--- src/rtl/clk_div_multi_if.sv ---
// Configuration and output bundle for clk_div_multi.
// The master side programs divide/phase values and observes the divided outputs;
// the divider itself connects through the slave modport.
interface clk_div_multi_if #(
  parameter int NUM_CH = 2,
  parameter int DIV_W  = 8
);
  localparam int CH_W = (NUM_CH > 1) ? $clog2(NUM_CH) : 1;

  logic              cfg_we;
  logic [CH_W-1:0]   cfg_ch;
  logic [DIV_W-1:0]  cfg_div;
  logic [DIV_W-1:0]  cfg_phase;
  logic              cfg_apply;
  logic              cfg_pending;
  logic              locked;
  logic [NUM_CH-1:0] clk_out;
  logic [NUM_CH-1:0] ce_out;

  modport master (
    output cfg_we, cfg_ch, cfg_div, cfg_phase, cfg_apply,
    input  cfg_pending, locked, clk_out, ce_out
  );

  modport slave (
    input  cfg_we, cfg_ch, cfg_div, cfg_phase, cfg_apply,
    output cfg_pending, locked, clk_out, ce_out
  );
endinterface

--- src/rtl/clk_div_multi.sv ---
// Multi-channel digital clock divider.
// Each channel owns a shadow/active divide+phase pair and a free-running counter.
// cfg_apply commits every shadow at once and realigns all counters, after which a
// settle window of LOCK_CYCLES refclk cycles passes before locked reasserts.
module clk_div_multi #(
  parameter int NUM_CH        = 2,
  parameter int DIV_W         = 8,
  parameter int DEF_DIV       = 4,
  parameter int LOCK_CYCLES   = 16,
  parameter int GATE_UNLOCKED = 1
) (
  input  logic               refclk,
  input  logic               reset,
  clk_div_multi_if.slave     bus
);
  localparam int CH_W  = (NUM_CH > 1) ? $clog2(NUM_CH) : 1;
  localparam int SET_W = (LOCK_CYCLES > 1) ? $clog2(LOCK_CYCLES) : 1;

  localparam logic [DIV_W-1:0] ONE         = DIV_W'(1);
  localparam logic [DIV_W-1:0] MIN_DIV     = DIV_W'(2);
  localparam logic [DIV_W-1:0] DEF_DIV_L   = DIV_W'(DEF_DIV);
  localparam logic [SET_W-1:0] SETTLE_LAST = SET_W'(LOCK_CYCLES - 1);
  localparam logic [SET_W-1:0] SET_ONE     = SET_W'(1);

  typedef enum logic {ST_SETTLE, ST_RUN} state_t;

  state_t            state_reg, state_next;
  logic [SET_W-1:0]  settle_reg, settle_next;
  logic              locked_int;
  logic              pending_reg;
  logic [DIV_W-1:0]  wr_div, wr_phase;
  logic [NUM_CH-1:0] clk_raw, ce_raw, diff;

  // Sanitise incoming configuration: ratio floors at 2, phase clamps to the last count.
  always_comb begin
    wr_div   = (bus.cfg_div < MIN_DIV) ? MIN_DIV : bus.cfg_div;
    wr_phase = (bus.cfg_phase >= wr_div) ? (wr_div - ONE) : bus.cfg_phase;
  end

  genvar gi;
  generate
    for (gi = 0; gi < NUM_CH; gi++) begin : g_ch
      logic [DIV_W-1:0] shadow_div_reg, shadow_div_next;
      logic [DIV_W-1:0] shadow_phase_reg, shadow_phase_next;
      logic [DIV_W-1:0] active_div_reg, active_div_next;
      logic [DIV_W-1:0] active_phase_reg, active_phase_next;
      logic [DIV_W-1:0] cnt_reg, cnt_next;
      logic             clk_reg, ce_reg;
      logic             wr_hit;

      // An out-of-range cfg_ch matches no channel, so such writes fall away.
      assign wr_hit = bus.cfg_we && (bus.cfg_ch == CH_W'(gi));

      // Shadow capture, write-through commit on apply, and counter wrap/realign.
      always_comb begin
        shadow_div_next   = shadow_div_reg;
        shadow_phase_next = shadow_phase_reg;
        active_div_next   = active_div_reg;
        active_phase_next = active_phase_reg;
        cnt_next          = (cnt_reg >= active_div_reg - ONE) ? '0 : cnt_reg + ONE;
        if (wr_hit) begin
          shadow_div_next   = wr_div;
          shadow_phase_next = wr_phase;
        end
        if (bus.cfg_apply) begin
          active_div_next   = shadow_div_next;
          active_phase_next = shadow_phase_next;
          cnt_next          = shadow_phase_next;
        end
      end

      // Channel state and registered outputs decoded from the previous count.
      always_ff @(posedge refclk) begin
        if (reset) begin
          shadow_div_reg   <= DEF_DIV_L;
          shadow_phase_reg <= '0;
          active_div_reg   <= DEF_DIV_L;
          active_phase_reg <= '0;
          cnt_reg          <= '0;
          clk_reg          <= 1'b0;
          ce_reg           <= 1'b0;
        end else begin
          shadow_div_reg   <= shadow_div_next;
          shadow_phase_reg <= shadow_phase_next;
          active_div_reg   <= active_div_next;
          active_phase_reg <= active_phase_next;
          cnt_reg          <= cnt_next;
          clk_reg          <= (cnt_reg < (active_div_reg >> 1));
          ce_reg           <= (cnt_reg == active_div_reg - ONE);
        end
      end

      assign clk_raw[gi] = clk_reg;
      assign ce_raw[gi]  = ce_reg;
      assign diff[gi]    = (shadow_div_next != active_div_next) ||
                           (shadow_phase_next != active_phase_next);
    end
  endgenerate

  // Lock FSM state register.
  always_ff @(posedge refclk) begin
    if (reset) begin
      state_reg  <= ST_SETTLE;
      settle_reg <= '0;
    end else begin
      state_reg  <= state_next;
      settle_reg <= settle_next;
    end
  end

  // Lock FSM next state: apply always restarts settling; settling ends after LOCK_CYCLES.
  always_comb begin
    state_next  = state_reg;
    settle_next = settle_reg;
    locked_int  = (state_reg == ST_RUN);
    if (bus.cfg_apply) begin
      state_next  = ST_SETTLE;
      settle_next = '0;
    end else begin
      case (state_reg)
        ST_SETTLE: begin
          if (settle_reg == SETTLE_LAST) begin
            state_next  = ST_RUN;
            settle_next = '0;
          end else begin
            settle_next = settle_reg + SET_ONE;
          end
        end
        default: ;
      endcase
    end
  end

  // Pending flag tracks shadow/active disagreement one cycle after it arises.
  always_ff @(posedge refclk) begin
    if (reset) pending_reg <= 1'b0;
    else       pending_reg <= |diff;
  end

  assign bus.cfg_pending = pending_reg;
  assign bus.locked      = locked_int;
  assign bus.clk_out     = (GATE_UNLOCKED != 0) ? (clk_raw & {NUM_CH{locked_int}}) : clk_raw;
  assign bus.ce_out      = (GATE_UNLOCKED != 0) ? (ce_raw & {NUM_CH{locked_int}}) : ce_raw;
endmodule

--- src/flat_wrapper.sv ---
// flat-port wrapper written by rule: the top's interface ports become plain ports
module clk_div_multi_flat 
#(
  parameter int NUM_CH        = 2,
  parameter int DIV_W         = 8,
  parameter int DEF_DIV       = 4,
  parameter int LOCK_CYCLES   = 16,
  parameter int GATE_UNLOCKED = 1
)
  (refclk, reset, bus_cfg_we, bus_cfg_ch, bus_cfg_div, bus_cfg_phase, bus_cfg_apply, bus_cfg_pending, bus_locked, bus_clk_out, bus_ce_out);
  clk_div_multi_if #(.NUM_CH(NUM_CH), .DIV_W(DIV_W)) bus_i ();
  input  logic refclk;
  input  logic reset;
  input wire logic [$bits(bus_i.cfg_we)-1:0] bus_cfg_we;
  input wire logic [$bits(bus_i.cfg_ch)-1:0] bus_cfg_ch;
  input wire logic [$bits(bus_i.cfg_div)-1:0] bus_cfg_div;
  input wire logic [$bits(bus_i.cfg_phase)-1:0] bus_cfg_phase;
  input wire logic [$bits(bus_i.cfg_apply)-1:0] bus_cfg_apply;
  output wire logic [$bits(bus_i.cfg_pending)-1:0] bus_cfg_pending;
  output wire logic [$bits(bus_i.locked)-1:0] bus_locked;
  output wire logic [$bits(bus_i.clk_out)-1:0] bus_clk_out;
  output wire logic [$bits(bus_i.ce_out)-1:0] bus_ce_out;
  assign bus_i.cfg_we = bus_cfg_we;
  assign bus_i.cfg_ch = bus_cfg_ch;
  assign bus_i.cfg_div = bus_cfg_div;
  assign bus_i.cfg_phase = bus_cfg_phase;
  assign bus_i.cfg_apply = bus_cfg_apply;
  assign bus_cfg_pending = bus_i.cfg_pending;
  assign bus_locked = bus_i.locked;
  assign bus_clk_out = bus_i.clk_out;
  assign bus_ce_out = bus_i.ce_out;
  clk_div_multi #(.NUM_CH(NUM_CH), .DIV_W(DIV_W), .DEF_DIV(DEF_DIV), .LOCK_CYCLES(LOCK_CYCLES), .GATE_UNLOCKED(GATE_UNLOCKED)) u_core (.refclk(refclk), .reset(reset), .bus(bus_i));
endmodule
--- config.mk ---
export PLATFORM = sky130hd
export DESIGN_NAME = clk_div_multi_flat
export DESIGN_NICKNAME = d
export VERILOG_FILES = /design/src/rtl/clk_div_multi_if.sv /design/src/rtl/clk_div_multi.sv /design/src/flat_wrapper.sv
export SDC_FILE = /design/constraint.sdc
export NUM_CORES = 1
export LEC_CHECK = 0
export BUFFER_PORTS_ARGS = -buffer_cell sky130_fd_sc_hd__clkbuf_2
export CAP_MARGIN = 10
export CORE_UTILIZATION = 48
export DETAILED_ROUTE_END_ITERATION = 12
export PLACE_DENSITY = 0.77
export SETUP_SLACK_MARGIN = 0.02
export SYNTH_ARGS = -nofsm -noshare
export SYNTH_HDL_FRONTEND = slang
export SYNTH_SLANG_ARGS = --single-unit
--- constraint.sdc ---
create_clock -name refclk -period 3.8 [get_ports refclk]
set_clock_uncertainty 0.2 [all_clocks]
set_input_delay 0.57 -clock refclk [delete_from_list [all_inputs] [get_ports refclk]]
set_output_delay 0.57 -clock refclk [all_outputs]
set_load 0.03 [all_outputs]
Yosys cells after proc, flatten, opt, wreduce, memory -nomap -nowiden --
Index checks and enable logic that the tools add are counted.
Storage, ports and cells: bits in registers 90, input bits 21, output and inout bits 6, logic and storage cells 62
Cells by class: add/subtract/negate cells 6, order comparisons 6, equal/unequal tests 7, muxes and demuxes 17, bitwise logic cells 3, reductions and logical operators 6
Operators by type and width (number):
- $mux W8 | 14
- $ne A8 B8 Y1 | 4
- $ge A8 B8 Y1 | 3
- $sub A8 B1 Y8 const B | 3
- $add A8 B1 Y8 const B | 2
- $eq A8 B8 Y1 | 2
- $lt A8 B7 Y1 | 2
- $lt A8 B2 Y1 const B | 1
- $add A4 B1 Y4 const B | 1
- $and A2 B2 Y2 | 2
- $eq A4 B4 Y1 const B | 1
- $mux W4 | 1
- $reduce_or A2 Y1 | 2
- $logic_and A1 B1 Y1 | 2
- $logic_or A1 B1 Y1 | 2
- $mux W1 | 2
- $not A1 Y1 | 1

Depth between registers and ports, before layout --
Gate-level depths: netlist of run 1.
depth after elaboration 9, mapped depth 14, mapped depth without buffers 12

Least setup slack after synthesis of run 1 --
Ideal clock, no wire load.
path type input to register, start point input bus_cfg_div[5], end point register u_core.pending_reg, in the netlist u_core.bus.cfg_pending, setup time 0.141 ns, arrival 3.788 ns, required time 3.459 ns, slack -0.329 ns, stages on the path 14, buffers on the path 2, path through buf_6 -> or4_4 -> o41ai_4 -> inv_2 -> ha_1 -> nand2b_1 -> a2111oi_4 -> o21a_1 -> buf_2 -> o211ai_1 -> and3_1 -> nor4b_1 -> and4_1 -> a41oi_2
On the way: word-level cells in the longest chain between the ends 9, elaborated cells between the ends (all ways) 20, classes of those cells add/sub: 1; order compare: 2; eq/ne: 4; mux: 10; reduce/logical: 3
RTL lines:
- from (decl) | line flat_wrapper.sv:16 | input wire logic [$bits(bus_i.cfg_div)-1:0] bus_cfg_div;
- $lt A8 B2 Y1 | line clk_div_multi.sv:36 | wr_div = (bus.cfg_div < MIN_DIV) ? MIN_DIV : bus.cfg_div;
- $mux W8 * | line clk_div_multi.sv:36
- $sub A8 B1 Y8 / $ge A8 B8 Y1 (equally long branches) | line clk_div_multi.sv:37 | wr_phase = (bus.cfg_phase >= wr_div) ? (wr_div - ONE) : bus.cfg_phase;
- $mux W8 | line clk_div_multi.sv:37
- $mux W8 | line clk_div_multi.sv:61 | if (wr_hit) begin
- $mux W8 | line clk_div_multi.sv:65 | if (bus.cfg_apply) begin
- $ne A8 B8 Y1 | line clk_div_multi.sv:96 | (shadow_phase_next != active_phase_next);
- $logic_or A1 B1 Y1 | line clk_div_multi.sv:95 | assign diff[gi] = (shadow_div_next != active_div_next) ||
- $reduce_or A2 Y1 * | line clk_div_multi.sv:137 | else pending_reg <= |diff;
- to (signal assigned) | line clk_div_multi.sv:137
- to (decl) | line clk_div_multi.sv:30 | logic pending_reg;
Mark *: on every way between the ends. The rest lies on a longest branch, timed or not. A chain may end at the register's enable or synchronous reset.

Final worst setup path of run 1 --
Same ends and word-level chain as after synthesis.

==> results of run 1 <==
worst max path at each step:
| stage | slack, ns | endpoint |
|---|---|---|
| 2_1_floorplan | -0.28 | u_core.bus.cfg_pending$_SDFF_PP0_ |
| 6_report | 0.18 | u_core.bus.cfg_pending$_SDFF_PP0_ |
| 3_5_place_dp | -0.21 | u_core.bus.cfg_pending$_SDFF_PP0_ |
| 4_1_cts | 0.11 | u_core.bus.cfg_pending$_SDFF_PP0_ |
| 3_3_place_gp | -0.18 | u_core.bus.cfg_pending$_SDFF_PP0_ |
| 5_1_grt | 0.02 | u_core.bus.cfg_pending$_SDFF_PP0_ |
area by class of cell:
cell class,count,area [um2],area share [%]
Sequential cell,90,1802,28.58
Tap cell,140,175.2,2.778
Multi-Input combinational cell,509,3440,54.55
Clock inverter,7,92.59,1.469
Clock buffer,9,225.2,3.572
Timing Repair Buffer,62,412.9,6.549
Inverter,42,157.7,2.500
per-stage QoR:
step / instance area [um2] / hold slack (ns) / setup WS, ns / utilization [%]
2_1_floorplan: 5562 / 0.2468 / -0.2751 / -
3_3_place_gp: 5954 / 0.2713 / -0.1831 / 53.75
3_5_place_dp: 5954 / 0.2938 / -0.2104 / 53.75
4_1_cts: 6272 / 0.3013 / 0.1063 / 56.62
5_1_grt: 6305 / 0.3194 / 0.01934 / 56.91
6_report: 6305 / 0.2999 / 0.1805 / 56.91
metal layers:
layer / up-vias / GRT usage, % / part of all wire [%]
met3: 35 / 4.742 / 6.7
met4: 0 / 9.524 / 2.3
met5: - / 0 / 0
met2: 168 / 44.12 / 46
met1: 2360 / 34.60 / 45
li1: 2464 / - / -
Yosys cell counts, drive strengths merged (11+ instances only):
cell,n
a211oi,27
a21oi,47
clkbuf,30
dfxtp,90
ha,42
inv,42
mux2i,14
nand2,35
nand2b,15
nand3,22
nor2,105
nor3,11
o21ai,18
xnor2,33
xor2,14
tightest hold or removal path, stage by stage, from the launching register on:
cell and delay (ns):
dfxtp_1 0.32, nor2_1 0.08, a211oi_1 0.05
kinds of logic after synthesis:
logic type	Yosys count	share of synthesized area (%)
AND/OR/NAND/NOR	242	20.80
multiplexers	15	2.724
flip-flops	90	32.42
AO/OA/AOI/OAI	163	20.71
buffers and inverters	82	6.348
adder cells (fa/ha/maj)	42	9.455
XOR/XNOR	47	7.542
power groups by stage:
stage               Clock [mW]  Sequential (mW)  Combinational (mW)
global route              1.00             1.07               0.626
floorplan                    0             1.06               0.398
CTS                      0.957             1.06               0.551
global placement             0             1.08               0.529
detailed placement           0             1.08               0.546
finish                   0.945             1.07               0.563
==> flow_metrics.env, run 1 <==
export IMPL_wire_per_inst_um=17.57
export IMPL_post_synth_cell_area_avg_um2=8.161
export IMPL_fp_dieH_um=109.6
export IMPL_rsz0062_at_grt="false"
export IMPL_post_cts_resized=0
export IMPL_synth_area_leader_cell="dfxtp_1"
export IMPL_synth_async_reset_ratio_pct=0
export IMPL_start_kind="input port"
export IMPL_antenna_left=0
export IMPL_num_antenna_cells=0
export IMPL_yosysSeqAreaShare_pct=32.42
export IMPL_post_cts_buffers=0
export IMPL_netlist_top_cells_area="dfxtp_1 32%, ha_1 9.5%, nor2_1 7.1%, xnor2_1 5.2%, a21oi_1 4.2%"
export IMPL_critical_path_class="in2reg"
export IMPL_grt_max_degree=45
export IMPL_relSlewSlack_pct=41.83
export IMPL_outcome="finished clean"
export IMPL_final_common_cell="nor2_1"
export IMPL_critPathArrivalTime_ns=3.62
export IMPL_path_cells="clkbuf_2 -> or4_4 -> o41ai_4 -> inv_2 -> ha_4 -> nand2b_4 -> a2111oi_4 -> o21a_1 -> o211ai_1 -> and3_1 -> nor4b_1 -> and4_1 -> a41oi_2"
export IMPL_r2r_end="u_core.g_ch[1].cnt_reg[1]$_SDFF_PP0_"
export IMPL_critical_path_max_fanout=5
export IMPL_grt_usage_pct=26.62
export IMPL_routed_wl_um=15090
export IMPL_crit_start="bus_cfg_div[5]"
export IMPL_period_needed_ns=3.620
export IMPL_clk_latency_ns=0.34
export IMPL_drt_pass1_iterations=5
export IMPL_grt_pass1_wl_um=24290
export IMPL_p_seq_share_pct=41.4
export IMPL_p_switching_mw=0.7477
export IMPL_clock_sinks=90
export IMPL_peakVddDrop_uv=281.5
export IMPL_combPwrFrac_pct=21.9
export IMPL_vias=5027
export IMPL_cts_buffer_depth=2
export IMPL_syn_area_mm2=0.005558
export IMPL_nets=777
export IMPL_io_pins=27
export IMPL_syn2layout_area_growth_pct=13.44
export IMPL_clkTransAtPathRegs_ns=0.06
export IMPL_holdBufCountCts=0
export IMPL_drc=0
export IMPL_reg2reg_from="u_core.g_ch[1].active_div_reg[0]$_SDFF_PP0_"
export IMPL_cts_tree="done"
export IMPL_tightest_slew_ns=0.8726
export IMPL_place_inst=843
export IMPL_core_area_mm2=0.01108
export IMPL_worstPathRequired_ns=3.80
export IMPL_internal_power_mw=1.826
export IMPL_dieArea_mm2=0.01201
export IMPL_cap_violations=0
export IMPL_synth_top_area_share_pct=32.42
export IMPL_min_from="u_core.g_ch[0].active_phase_reg[4]$_SDFF_PP0_"
export IMPL_synth_ff_type="dfxtp_1"
export IMPL_hp_class="reg2reg"
export IMPL_finalSetupTns_ns=0
export IMPL_dpl_hpwl_um=11470
export IMPL_setup_viol=0
export IMPL_rr_worst_depth=10
export IMPL_cp_num_buf_inv=2
export IMPL_vias_per_cell=5.852
export IMPL_total_leakage_power_nw=2.647
export IMPL_port_buffers=26
export IMPL_synth_seq_cells=90
export IMPL_die_x_um=109.6
export IMPL_endpoint_kind="register"
export IMPL_synthCells=681
export IMPL_initial_utilization_pct=50.17
export IMPL_synth_edf_count=0
export IMPL_cp_slowest_cell="or4_4"
export IMPL_hold_viol_final=0
export IMPL_cp_depth=13
export IMPL_cts_root_buffer="clkbuf_16"
export IMPL_drt_iter0_drc=336
export IMPL_max_stage_delay_ns=0.55
export IMPL_final_cell_mix="105 x nor2_1, 90 x dfxtp_1, 47 x a21oi_1"
export IMPL_p_per_area_mw_per_mm2=408.3
export IMPL_synthesis_nets=744
export IMPL_cp_top_family="simple AND/OR/NAND/NOR gates"
export IMPL_worstHoldPathCells=2
export IMPL_layout_drive_gt1_share_pct=12.93
export IMPL_drv_slew=0
export IMPL_grt_antenna_before_repair=0
export IMPL_clock_power_share_pct=36.7
export IMPL_switching_share_pct=29.05
export IMPL_fin_cells=859
export IMPL_numCtsBuffers=9
export IMPL_finalPower_mw=2.574
export IMPL_grt_pass1_vias=4783
export IMPL_gp_congestion=0.9268
export IMPL_row_count=38
export IMPL_h_tree_depth=3
export IMPL_synth_cell_types=63
export IMPL_yosysWarnings=0
export IMPL_nFillCells=1045
export IMPL_max_freq_ghz=0.2763
export IMPL_gr_total_overflow=0
export IMPL_timing_final_crit_share_pct=95.25
export IMPL_hold_end="u_core.g_ch[0].active_phase_reg[4]$_SDFF_PP0_"
export IMPL_r2r_slack_ns=0.95
No activity file was read; power rests on OpenSTA's default activity.
==> run 2, diff against run 1 <==
--- a/config.mk
+++ b/config.mk
@@ -8,8 +8,9 @@
 export BUFFER_PORTS_ARGS = -buffer_cell sky130_fd_sc_hd__clkbuf_2
 export CAP_MARGIN = 10
 export CORE_UTILIZATION = 48
+export CTS_BUF_LIST = sky130_fd_sc_hd__clkbuf_4 sky130_fd_sc_hd__clkbuf_8 sky130_fd_sc_hd__clkbuf_16
 export DETAILED_ROUTE_END_ITERATION = 12
-export PLACE_DENSITY = 0.77
+export PLACE_DENSITY = 0.75
 export SETUP_SLACK_MARGIN = 0.02
 export SYNTH_ARGS = -nofsm -noshare
 export SYNTH_HDL_FRONTEND = slang
==> constraint.sdc (replaced) <==
create_clock -name refclk -period 4.7 [get_ports refclk]
set_clock_uncertainty 0.2 [all_clocks]
set_input_delay 0.705 -clock refclk [delete_from_list [all_inputs] [get_ports refclk]]
set_output_delay 0.705 -clock refclk [all_outputs]
set_load 0.03 [all_outputs]
==> run 2 against run 1 <==
  * Clock-buffer cell count increased by 3
  * Critical path depth unchanged
  * Core utilization decreased by 1.9 points
  * Combinational power decreased by 24%
  * Die area unchanged
  * Routed wire length increased by 2.6%
  * First-iteration DRC count increased by 24%
  * Cell area decreased by 3.4%
==> flow_metrics.env, run 2 (same netlist as run 1, synthesis figures left out) <==
export IMPL_nets=753
export IMPL_gr_total_overflow=0
export IMPL_core_area_mm2=0.01108
export IMPL_p_seq_share_pct=41.1
export IMPL_drt_iter0_drc=415
export IMPL_r2r_slack_ns=1.69
export IMPL_critPathArrivalTime_ns=4.04
export IMPL_hp_class="reg2reg"
export IMPL_holdBufCountCts=0
export IMPL_dpl_worst_slack_ns=0.3316
export IMPL_clkTransAtPathRegs_ns=0.06
export IMPL_p_switching_mw=0.6085
export IMPL_gp_congestion=0.9641
export IMPL_dpl_hpwl_um=11800
export IMPL_vias_per_cell=5.945
export IMPL_row_count=38
export IMPL_total_leakage_power_nw=2.529
export IMPL_critical_path_class="in2reg"
export IMPL_combPwrFrac_pct=20.5
export IMPL_relSlewSlack_pct=38.83
export IMPL_port_buffers=26
export IMPL_initial_utilization_pct=50.17
export IMPL_path_cells="clkbuf_2 -> or4_4 -> o41ai_4 -> inv_2 -> ha_1 -> nand2b_1 -> a2111oi_4 -> o21a_1 -> o211ai_1 -> and3_1 -> nor4b_1 -> and4_1 -> a41oi_2"
export IMPL_cp_num_buf_inv=2
export IMPL_critical_path_max_fanout=6
export IMPL_hold_slack_ns=0.2984
export IMPL_cts_root_buffer="clkbuf_16"
export IMPL_setup_viol=0
export IMPL_cap_violations=0
export IMPL_peakVddDrop_uv=147.9
export IMPL_numCtsBuffers=9
export IMPL_grt_antenna_before_repair=0
export IMPL_finalSetupTns_ns=0
export IMPL_finalInstanceArea_mm2=0.006092
export IMPL_fin_ws_ns=0.6590
export IMPL_max_stage_delay_ns=0.55
export IMPL_timing_final_crit_share_pct=85.98
export IMPL_cts_tree="done"
export IMPL_outcome="finished clean"
export IMPL_clock_power_share_pct=38.5
export IMPL_vias=4964
export IMPL_clock_sinks=90
export IMPL_endpoint_kind="register"
export IMPL_layout_drive_gt1_share_pct=9.209
export IMPL_h_tree_depth=3
export IMPL_cp_top_family="simple AND/OR/NAND/NOR gates"
export IMPL_die_x_um=109.6
export IMPL_placed_area_mm2=0.005758
export IMPL_rsz0062_at_grt="false"
export IMPL_wire_per_inst_um=18.55
export IMPL_grt_pass1_wl_um=25040
export IMPL_grt_max_degree=47
export IMPL_tightest_slew_ns=0.9165
export IMPL_antenna_left=0
export IMPL_fp_dieH_um=109.6
export IMPL_internal_power_mw=1.486
export IMPL_final_cell_mix="105 x nor2_1, 90 x dfxtp_1, 47 x a21oi_1"
export IMPL_post_cts_buffers=0
export IMPL_routed_wl_um=15490
export IMPL_drc=0
export IMPL_p_per_area_mw_per_mm2=343.9
export IMPL_drt_pass1_iterations=5
export IMPL_max_freq_ghz=0.2475
export IMPL_finalPower_mw=2.095
export IMPL_dieArea_mm2=0.01201
export IMPL_start_kind="input port"
export IMPL_worstPathRequired_ns=4.70
export IMPL_grt_usage_pct=27.84
export IMPL_period_needed_ns=4.041
export IMPL_clk_latency_ns=0.34
export IMPL_cts_buffer_depth=2
export IMPL_io_pins=27
export IMPL_post_cts_resized=0
export IMPL_grt_pass1_vias=4851
export IMPL_hold_viol_final=0
export IMPL_nFillCells=1030
export IMPL_num_antenna_cells=0
export IMPL_final_common_cell="nor2_1"
export IMPL_syn2layout_area_growth_pct=9.613
export IMPL_cp_slowest_cell="or4_4"
export IMPL_drv_slew=0
export IMPL_switching_share_pct=29.05
run 2: power groups by stage:
stage	clock network, mW	logic [mW]	registers [mW]
detailed placement	0	0.421	0.876
global placement	0	0.409	0.874
floorplan	0	0.321	0.858
CTS	0.810	0.424	0.859
finish	0.806	0.428	0.860
global route	0.848	0.479	0.865
run 2: worst paths after layout:
check	from	to	cells past startpoint
worst min register to register	u_core.g_ch[1].cnt_reg[7]$_SDFF_PP0_	u_core.g_ch[1].clk_reg$_SDFF_PP0_	1
worst min-delay path	u_core.g_ch[1].cnt_reg[7]$_SDFF_PP0_	u_core.g_ch[1].clk_reg$_SDFF_PP0_	1
worst max-delay path	bus_cfg_div[5]	u_core.bus.cfg_pending$_SDFF_PP0_	13
worst max register to register	u_core.g_ch[1].active_div_reg[0]$_SDFF_PP0_	u_core.g_ch[1].cnt_reg[1]$_SDFF_PP0_	10
run 2: metal layers:
layer	wire [um]	GRT usage (%)	vias up
met5	0	0	-
met4	463	11.71	0
met3	871	4.564	38
met2	7356	46.81	159
met1	6795	35.24	2350
li1	-	-	2417
run 2: metrics by stage:
stage | instances | util, %
5_1_grt | 835 | 54.99
2_1_floorplan | 681 | -
6_report | 835 | 54.99
3_5_place_dp | 819 | 51.98
4_1_cts | 835 | 54.99
3_3_place_gp | 819 | 51.98
run 2: final cells by class:
type	count	area [um2]	area share, %
sequential	90	1802	29.57
clock inverter	4	73.82	1.212
multi-input combinational	509	3403	55.86
timing repair buffer	38	220.2	3.615
inverter	42	157.7	2.588
tap	140	175.2	2.875
clock buffer	12	260.3	4.272
==> run 3, diff against run 2 <==
--- a/config.mk
+++ b/config.mk
@@ -10,7 +10,7 @@
 export CORE_UTILIZATION = 48
 export CTS_BUF_LIST = sky130_fd_sc_hd__clkbuf_4 sky130_fd_sc_hd__clkbuf_8 sky130_fd_sc_hd__clkbuf_16
 export DETAILED_ROUTE_END_ITERATION = 12
-export PLACE_DENSITY = 0.75
+export PLACE_DENSITY = 0.7
 export SETUP_SLACK_MARGIN = 0.02
 export SYNTH_ARGS = -nofsm -noshare
 export SYNTH_HDL_FRONTEND = slang
==> run 3 against run 2 <==
  * Combinational power is 1% higher
  * Cell count up 0.48%
  * Core utilization is essentially flat
  * Clock power fell by 7.6%
  * Cell area barely moved
  * Sequential power about the same
  * Worst hold slack lost 0.011 ns
  * Maximum frequency is 2.4% lower
  * Critical path depth is the same
  * Critical path type unchanged
==> flow_metrics.env, run 3 (same netlist as run 1, synthesis figures left out) <==
export IMPL_outcome="finished clean"
export IMPL_critical_path_class="in2reg"
export IMPL_clock_sinks=90
export IMPL_grt_usage_pct=27.09
export IMPL_wire_per_inst_um=18.12
export IMPL_fp_dieH_um=109.6
export IMPL_p_per_area_mw_per_mm2=334.5
export IMPL_hp_class="reg2reg"
export IMPL_placed_area_mm2=0.005788
export IMPL_finalPower_mw=2.039
export IMPL_gp_congestion=1.026
export IMPL_drt_iter0_drc=447
export IMPL_grt_max_degree=42
export IMPL_endpoint_kind="register"
export IMPL_nets=757
export IMPL_clk_latency_ns=0.34
export IMPL_antenna_left=0
export IMPL_initial_utilization_pct=50.17
export IMPL_start_kind="input port"
export IMPL_hold_slack_ns=0.2872
export IMPL_final_common_cell="nor2_1"
export IMPL_dpl_hpwl_um=11520
export IMPL_finalInstanceArea_mm2=0.006097
export IMPL_grtUsageMet2_pct=43.08
export IMPL_cp_num_buf_inv=3
export IMPL_max_freq_ghz=0.2414
export IMPL_vias_per_cell=5.943
export IMPL_holdBufCountCts=0
export IMPL_worstPathRequired_ns=4.70
export IMPL_gr_total_overflow=0
export IMPL_grt_antenna_before_repair=0
export IMPL_drv_slew=0
export IMPL_period_needed_ns=4.142
export IMPL_vias=4986
export IMPL_worst_path_most_repeated_cell="mux2i_1"
export IMPL_grt_use_met3_pct=3.972
export IMPL_post_cts_resized=0
export IMPL_numCtsBuffers=9
export IMPL_critPathArrivalTime_ns=4.15
export IMPL_cts_buffer_depth=2
export IMPL_final_cell_mix="105 x nor2_1, 90 x dfxtp_1, 47 x a21oi_1"
export IMPL_grtUsageMet1_pct=37.00
export IMPL_clkTransAtPathRegs_ns=0.07
export IMPL_port_buffers=26
export IMPL_relSlewSlack_pct=43.03
export IMPL_rsz0062_at_grt="false"
export IMPL_core_area_mm2=0.01108
export IMPL_cp_top_family="compound AO/OA/AOI/OAI gates"
export IMPL_routed_wl_um=15200
export IMPL_num_antenna_cells=0
export IMPL_grt_pass1_wl_um=24540
export IMPL_total_leakage_power_nw=2.535
export IMPL_post_cts_buffers=0
export IMPL_io_pins=27
export IMPL_syn2layout_area_growth_pct=9.703
export IMPL_grt_pass1_vias=4760
export IMPL_dieArea_mm2=0.01201
export IMPL_peakVddDrop_uv=145.9
export IMPL_h_tree_depth=3
export IMPL_layout_drive_gt1_share_pct=9.728
export IMPL_setup_viol=0
export IMPL_cap_violations=0
export IMPL_r2r_slack_ns=1.82
export IMPL_path_cells="clkbuf_2 -> or4_4 -> o41ai_4 -> inv_2 -> ha_1 -> nand2b_1 -> a2111oi_4 -> buf_4 -> o21ai_2 -> mux2i_1 -> mux2i_1 -> a222oi_1 -> a41oi_2"
export IMPL_hold_viol_final=0
export IMPL_cts_tree="done"
export IMPL_cp_slowest_cell="or4_4"
export IMPL_row_count=38
export IMPL_drc=0
export IMPL_die_x_um=109.6
export IMPL_timing_final_crit_share_pct=88.13
export IMPL_critical_path_max_fanout=9
export IMPL_cts_root_buffer="clkbuf_16"
export IMPL_drt_pass1_iterations=5
export IMPL_tightest_slew_ns=0.8536
export IMPL_max_stage_delay_ns=0.47
export IMPL_finalSetupTns_ns=0
export IMPL_grt_busiest_layer="met2"
## run 3: cell types whose count changed in the layout (fill, tap and decap cells not counted), sizes merged
cell / before / now
buf: 12 / 16
bufinv: 2 / 1
clkbuf: 38 / 39
clkinv: 2 / 1
inv: 42 / 43
## run 3: where the power goes
| group | switching (mW) | total (mW) | internal (mW) |
|---|---|---|---|
| clock network | 0.297 | 0.745 | 0.448 |
| registers | 0.0495 | 0.860 | 0.810 |
| logic | 0.257 | 0.434 | 0.178 |
## run 3: worst reg2reg max path, delay by kind of cell, from the launching register on
| family | cells | cell delay [ns] |
|---|---|---|
| buffers and inverters | 1 | 0.21 |
| xor gates and xnor gates | 1 | 0.11 |
| and+or+nand+nor | 4 | 0.79 |
| adders and majority gates | 1 | 0.30 |
| AOI/OAI and AO/OA | 2 | 0.75 |
| DFF | 1 | 0.38 |
## run 3: metal layers
| metal | share of wire (%) | routed length, um |
|---|---|---|
| met1 | 46 | 7062 |
| met2 | 45 | 6765 |
| met3 | 6.5 | 991 |
| met4 | 2.5 | 382 |
| met5 | 0 | 0 |
## run 3: path summary, 6_finish.rpt
kind,start,end,cells after the start
min reg2reg,u_core.g_ch[0].active_phase_reg[3]$_SDFF_PP0_,u_core.g_ch[0].active_phase_reg[3]$_SDFF_PP0_,2
max,bus_cfg_div[2],u_core.bus.cfg_pending$_SDFF_PP0_,13
max reg2reg,u_core.g_ch[1].active_div_reg[2]$_SDFF_PP1_,u_core.g_ch[1].cnt_reg[1]$_SDFF_PP0_,9
min,u_core.g_ch[0].active_phase_reg[3]$_SDFF_PP0_,u_core.g_ch[0].active_phase_reg[3]$_SDFF_PP0_,2
## run 3: final cells by class
cell class | count | area (um2)
Timing Repair Buffer | 42 | 250.2
Sequential cell | 90 | 1802
Multi-Input combinational cell | 509 | 3403
Clock inverter | 3 | 47.55
Inverter | 42 | 157.7
Clock buffer | 13 | 261.5
Tap cell | 140 | 175.2
Fill cell | 1059 | 4981
## run 3: metrics by stage
stage / utilization (%) / instances / setup slack (ns)
after floorplan: - / 681 / 0.4358
after global placement: 52.25 / 823 / 0.3619
after detailed placement: 52.25 / 823 / 0.2461
after CTS: 55.04 / 839 / 0.6071
after global routing: 55.04 / 839 / 0.4064
final: 55.04 / 839 / 0.5578
